`config.mk`:
```
export PLATFORM = sky130hd
export DESIGN_NAME = spi_txn_arbiter
export DESIGN_NICKNAME = d
export VERILOG_FILES = /design/src/rtl/spi_txn_arbiter.sv
export SDC_FILE = /design/constraint.sdc
export NUM_CORES = 1
export LEC_CHECK = 0
export BUFFER_PORTS_ARGS = -buffer_cell sky130_fd_sc_hd__buf_2
export CORE_MARGIN = 1.5
export CORE_UTILIZATION = 54
export DETAILED_ROUTE_END_ITERATION = 10
export PLACE_DENSITY = 0.84
export SLEW_MARGIN = 10
export SYNTH_ARGS = -nofsm -noshare
export SYNTH_HDL_FRONTEND = slang
export SYNTH_SLANG_ARGS = --single-unit
```
`constraint.sdc`:
```
create_clock -name i_clk -period 4.5 [get_ports i_clk]
set_input_delay 0.225 -clock i_clk [delete_from_list [all_inputs] [get_ports i_clk]]
set_output_delay 0.225 -clock i_clk [all_outputs]
set_load 0.05 [all_outputs]
```
`src/rtl/spi_txn_arbiter.sv`:
```
// spi_txn_arbiter: round-robin two-port arbiter that sequences single-byte SPI master transfers
// with a txc-edge completion, a timeout abort and an idle gap between transactions.
module spi_txn_arbiter #(
  parameter int DATA    = 8,
  parameter int TIMEOUT = 64,
  parameter int TW      = 7,
  parameter int GAP     = 2
) (
  input  logic            i_clk,
  input  logic            i_preset,
  input  logic            i_req0,
  input  logic            i_req1,
  input  logic [DATA-1:0] i_wdata0,
  input  logic [DATA-1:0] i_wdata1,
  input  logic [2:0]      i_cfg0,
  input  logic [2:0]      i_cfg1,
  input  logic            i_txc,
  input  logic [DATA-1:0] i_m_rdata_in,
  output logic            o_gnt0,
  output logic            o_gnt1,
  output logic            o_done0,
  output logic            o_done1,
  output logic [DATA-1:0] o_rdata,
  output logic            o_err,
  output logic            o_busy,
  output logic            o_spe,
  output logic            o_m_wr_rdbar,
  output logic            o_master_control,
  output logic [DATA-1:0] o_m_wdata,
  output logic [2:0]      o_m_addr
);
  localparam int GW = $clog2(GAP + 2);
  typedef enum logic [1:0] {IDLE, ARM, RUN, DONE} state_t;
  state_t        r_state;
  logic          r_lp, r_own, r_txc_d, r_spe;
  logic [TW-1:0] r_cnt;
  logic [GW-1:0] r_gap;
  logic          w_any, w_pick1, w_edge, w_tmo;
  assign w_any   = i_req0 | i_req1;
  // on a tie the port that did not win last time gets the grant
  assign w_pick1 = i_req1 & (~i_req0 | ~r_lp);
  assign w_edge  = i_txc & ~r_txc_d;
  assign w_tmo   = r_cnt == TW'(TIMEOUT - 1);
  assign o_spe            = r_spe;
  assign o_m_wr_rdbar     = r_spe;
  assign o_master_control = r_spe;
  always_ff @(posedge i_clk or posedge i_preset) begin
    if (i_preset) begin
      r_state   <= IDLE;
      r_lp      <= 1'b1;
      r_own     <= 1'b0;
      r_txc_d   <= 1'b0;
      r_spe     <= 1'b0;
      r_cnt     <= '0;
      r_gap     <= '0;
      o_gnt0    <= 1'b0;
      o_gnt1    <= 1'b0;
      o_done0   <= 1'b0;
      o_done1   <= 1'b0;
      o_rdata   <= '0;
      o_err     <= 1'b0;
      o_busy    <= 1'b0;
      o_m_wdata <= '0;
      o_m_addr  <= '0;
    end else begin
      o_gnt0  <= 1'b0;
      o_gnt1  <= 1'b0;
      o_done0 <= 1'b0;
      o_done1 <= 1'b0;
      case (r_state)
        IDLE: begin
          if (r_gap != '0) begin
            r_gap  <= r_gap - GW'(1);
            o_busy <= r_gap != GW'(1);
          end else if (w_any) begin
            r_own     <= w_pick1;
            r_lp      <= w_pick1;
            o_gnt0    <= ~w_pick1;
            o_gnt1    <= w_pick1;
            o_m_wdata <= w_pick1 ? i_wdata1 : i_wdata0;
            o_m_addr  <= w_pick1 ? i_cfg1 : i_cfg0;
            r_spe     <= 1'b1;
            o_busy    <= 1'b1;
            r_state   <= ARM;
          end else begin
            o_busy <= 1'b0;
          end
        end
        ARM: begin
          r_cnt   <= '0;
          r_txc_d <= i_txc;
          r_state <= RUN;
        end
        RUN: begin
          r_txc_d <= i_txc;
          r_cnt   <= r_cnt + TW'(1);
          // a completing txc edge beats a timeout landing in the same cycle
          if (w_edge || w_tmo) begin
            o_rdata <= w_edge ? i_m_rdata_in : '0;
            o_err   <= ~w_edge;
            o_done0 <= ~r_own;
            o_done1 <= r_own;
            r_spe   <= 1'b0;
            r_state <= DONE;
          end
        end
        DONE: begin
          r_gap   <= GW'(GAP);
          o_busy  <= GAP != 0;
          r_state <= IDLE;
        end
      endcase
    end
  end
endmodule

```
Word-level counts from Yosys, hierarchy flattened
Cells that the tools add are included.
- bits in registers: 40
- input bits: 35
- output and inout bits: 28
- logic and storage cells: 77
- add/sub/neg operators: 2
- eq/ne operators: 9
- mux-type cells: 27
- bitwise logic cells: 11
- reduce and logical (&&, ||, !) cells: 12
- operators with widths (kind ; number):
    two-way mux 8 bit ; 2
    two-way mux 1 bit ; 15
    case mux 7 bit (2 select lines) ; 1
    two-way mux 2 bit ; 4
    != test 2 bit, second input constant ; 4
    case mux 2 bit (4 select lines) ; 1
    nonzero test 2 bit ; 4
    adder 7 x 1 -> 7 bit, second input constant ; 1
    == test 7 x 6 -> 1 bit, second input constant ; 1
    NOT 1 bit ; 7
    AND reduction 3 bit ; 2
    == test 2 bit, second input constant ; 2
    case mux 1 bit (2 select lines) ; 2
    case mux 2 bit (2 select lines) ; 1
    AND reduction 2 bit ; 2
    AND reduction 4 bit ; 1
    two-way mux 3 bit ; 1
    bitwise AND 1 bit ; 2
    == test 2 x 1 -> 1 bit, second input constant ; 1
    zero test 2 bit ; 1
    != test 2 x 1 -> 1 bit, second input constant ; 1
    OR 1 bit ; 2
    OR reduction 2 bit ; 1
    subtractor 2 x 1 -> 2 bit, second input constant ; 1
    logical OR 1 bit ; 1

Depth between registers and ports, before layout
- depth in word-level cells: 7
- mapped depth: 7
- gate-level depth less buffers: 5

Worst setup path after synthesis
OpenSTA, ideal clock, no wires.
- path kind: reg2reg
- start point: reg r_state[0]
- end point: reg o_m_addr[0]
- library setup time: 126 ps
- arrival: 1380 ps
- required time: 4374 ps
- slack: 2994 ps
- cell stages (with the launch flop): 8
- path buffers: 2
- period minus slack after synthesis: 1506 ps
- cell sequence: dfrtp_1 inv_1 ha_1 buf_6 nand3_1 a21oi_2 buf_4 a221o_1
- word-level cells in the longest chain between the ends: 2
- RTL lines (item ; RTL line ; text):
    start: declaration ; 34 ; state_t r_state;
    start signal: assignment ; 49 ; r_state <= IDLE;
    start signal: assignment ; 84 ; r_state <= ARM;
    start signal: assignment ; 92 ; r_state <= RUN;
    zero test 2 bit ; 70 ; case (r_state)
    AND reduction 3 bit (no source line) ; - ;
    end signal: assignment ; 81 ; o_m_addr <= w_pick1 ? i_cfg1 : i_cfg0;
    end: declaration ; 30 ; output logic [2:0] o_m_addr
Every way passes these cells.
A chain may end at the register's enable or synchronous reset.

Final worst setup path
- start point: reg r_state[0]
- end point: reg o_rdata[7]
- word-level cells in the longest chain between the ends: 2
- RTL lines (item ; RTL line ; text):
    == test 2 bit ; 70 ;
    AND reduction 2 bit (no source line) ; - ;
    end signal: assignment ; 99 ; o_rdata <= w_edge ? i_m_rdata_in : '0;
    end: declaration ; 23 ; output logic [DATA-1:0] o_rdata,
Every way passes these cells.

==> flow_metrics.env <==
export IMPL_drive_gt1_share_pct=33.8
export IMPL_wire_per_inst_um=13.5
export IMPL_grt_use_total_pct=20.8
export IMPL_portBuffers=62
export IMPL_grt_max_degree=41
export IMPL_finalSetupViolCount=0
export IMPL_cap_viol_max_count=0
export IMPL_grt_pass1_vias=1414
export IMPL_hold_violations=23
export IMPL_r2r_end="o_rdata[7]"
export IMPL_place_hpwl_mm=2.64
export IMPL_htreeDepth=2
export IMPL_grt_overflow=0
export IMPL_die_area_um2=3960
export IMPL_pre_cts_ws_ns=2.27
export IMPL_io_pins=63
export IMPL_yosysTopAreaCellShare_pct=50.4
export IMPL_power_density_nw_per_um2=764
export IMPL_diodes=0
export IMPL_viasPerCell=5.44
export IMPL_worstMarginPinSlew_ns=0.745
export IMPL_yosysMostFrequentCell="dfrtp_1"
export IMPL_hp_class="in2async"
export IMPL_ys_top_cells_by_count="dfrtp_1, a221o_1, inv_1"
export IMPL_max_freq_mhz=437
export IMPL_drc=0
export IMPL_endpoint_kind="flop"
export IMPL_period_share_pct=50.8
export IMPL_cts_resized=0
export IMPL_violations="hold timing"
export IMPL_drtIter0Drc=58
export IMPL_worst_ep_required_time_ns=4.77
export IMPL_syn_avg_cell_area_um2=11.4
export IMPL_syn_area_um2=1940
export IMPL_drv_slew=0
export IMPL_rsz0062_at_grt="no"
export IMPL_fillers=252
export IMPL_areaGrowthSynthToFinish_pct=19.6
export IMPL_clock_skew_ns=0.00417
export IMPL_wl_mm=3.74
export IMPL_drt_pre_antenna_iters=4
export IMPL_synth_cell_types=42
export IMPL_period_needed_ns=2.29
export IMPL_cts_sinks=40
export IMPL_ys_seq_elements=40
export IMPL_synth_edf_count=0
export IMPL_layout_setup_ws_ns=2.21
export IMPL_yosysTopAreaCell="dfrtp_1"
export IMPL_place_congestion=0.745
export IMPL_num_vias=1506
export IMPL_rows=21
export IMPL_ys_warn_count=0
export IMPL_async_flop_share_pct=100
export IMPL_syn_inst=170
export IMPL_crit_fanout=23
export IMPL_cts_tree="built"
export IMPL_total_power_uw=1770
export IMPL_clock_path_buffers=2
export IMPL_r2r_cells=5
export IMPL_ant_nets=0
export IMPL_timing_rr_start="r_state[0]"
export IMPL_seq_area_frac_synth_pct=51.7
export IMPL_design_area_um2=2320
export IMPL_whs_ns=-0.00837
export IMPL_grt_pass1_wl_mm=6.48
export IMPL_die_h_um=62.9
export IMPL_hold_buffers=0
export IMPL_clkTransAtPathRegs_ns=0.11
export IMPL_synth_area_top_cells="dfrtp_1, a221o_1, ha_1"
export IMPL_clkLatencyLatePin_ns=0.33
export IMPL_cp_arrival_ns=2.56
export IMPL_start_util_pct=57.1
export IMPL_relSlewSlack_pct=50.3
export IMPL_finalNetCount=271
export IMPL_design_core_area_um2=3390
export IMPL_cts_root_buf="clkbuf_4"
export IMPL_worstSetupPathType="reg2reg"
export IMPL_outcome="complete, but fails checks"
export IMPL_p_leak_uw=0.00110
export IMPL_post_cts_buffers=0
export IMPL_crit_path_start_kind="flop"
export IMPL_syn_nets=211
export IMPL_numCtsBuffers=5
export IMPL_synth_top_flop_cell="dfrtp_1"
export IMPL_antenna_found_initial=0
export IMPL_reg2reg_slack_ns=2.21
export IMPL_post_dp_cell_area_um2=2240
export IMPL_tns_ns=0
export IMPL_die_width_um=62.9
export IMPL_peakVddDrop_uv=463
[critical path, cell delays in order, from the launching register on]
cell	delay, ns
dfrtp_1	0.39
inv_1	0.12
ha_1	0.66
inv_1	0.22
nor2_1	0.56
a221o_1	0.27
[flip-flops by register name, indices dropped and copies added (netlist names)]
| register | count |
|---|---|
| r_gap | 2 |
| r_lp | 1 |
| r_own | 1 |
| o_gnt1 | 1 |
| o_done1 | 1 |
| o_rdata | 8 |
| o_err | 1 |
| r_state | 2 |
| o_done0 | 1 |
| o_gnt0 | 1 |
| r_txc_d | 1 |
| o_m_wr_rdbar | 1 |
| o_busy | 1 |
| o_m_addr | 3 |
| r_cnt | 7 |
| o_m_wdata | 8 |
[layout make-up]
type	instances	area [um2]	share of cell area [%]
Clock inverter	2	35.0	1.51
Timing Repair Buffer	63	318	13.7
Multi-Input combinational cell	110	826	35.6
Tap cell	46	57.6	2.48
Inverter	10	37.5	1.62
Clock buffer	6	41.3	1.78
Sequential cell	40	1000	43.3
[stage by stage]
stage	hold slack [ns]	util [%]	std cells
2_1_floorplan	0.370	-	170
6_report	-0.00837	68.4	277
3_3_place_gp	0.366	66.1	269
4_1_cts	0.00198	68.4	277
3_5_place_dp	0.375	66.1	269
5_1_grt	0.0373	68.4	277
[layer usage]
metal | vias up | GRT usage (%) | wire length [um] | share of wire, %
li1 | 748 | - | - | -
met1 | 709 | 30.5 | 1800 | 48
met2 | 43 | 29.8 | 1740 | 46
met3 | 6 | 3.96 | 156 | 4.2
met4 | 0 | 9.44 | 51 | 1.4
met5 | - | 0 | 0 | 0
[worst max path at each step]
stage | from | endpoint | slack (ns) | depth (start not counted)
3_5_place_dp | r_state[0] | o_rdata[7] | 2.27 | 5
4_1_cts | r_state[0] | o_rdata[7] | 2.23 | 5
5_1_grt | r_state[0] | o_rdata[7] | 2.02 | 5
2_1_floorplan | r_state[0] | o_m_addr[0] | 2.99 | 7
3_3_place_gp | r_state[0] | o_rdata[4] | 2.41 | 5
6_report | r_state[0] | o_rdata[7] | 2.21 | 5
[power breakdown]
part	internal (uW)	total (uW)	switching, uW
clock	117	227	110
combinational	313	972	659
sequential	493	570	77.5
[cell families after synthesis]
kind of cell	share of synthesized area (%)
AND/OR/NAND/NOR	15.2
AO/OA/AOI/OAI	20.9
flip-flops	51.7
buffers and inverters	5.62
adder cells (fa/ha/maj)	3.88
multiplexers	2.65
[layout by cell type (no fill, tap or decap), types with 2 or more instances in the layout]
master / n
a21o_1: 2
a21oi_2: 2
a221o_1: 19
a31oi_1: 3
and2_0: 9
and2_1: 2
and3_1: 3
buf_2: 62
clkbuf_4: 5
dfrtp_1: 39
ha_1: 6
inv_1: 10
mux2i_1: 4
nand2_1: 5
nand2b_1: 5
nand3_1: 7
nand3b_1: 2
nor2_1: 6
nor2b_1: 9
o211ai_1: 3
o21ai_0: 5
(Power assumes the default switching activity.)
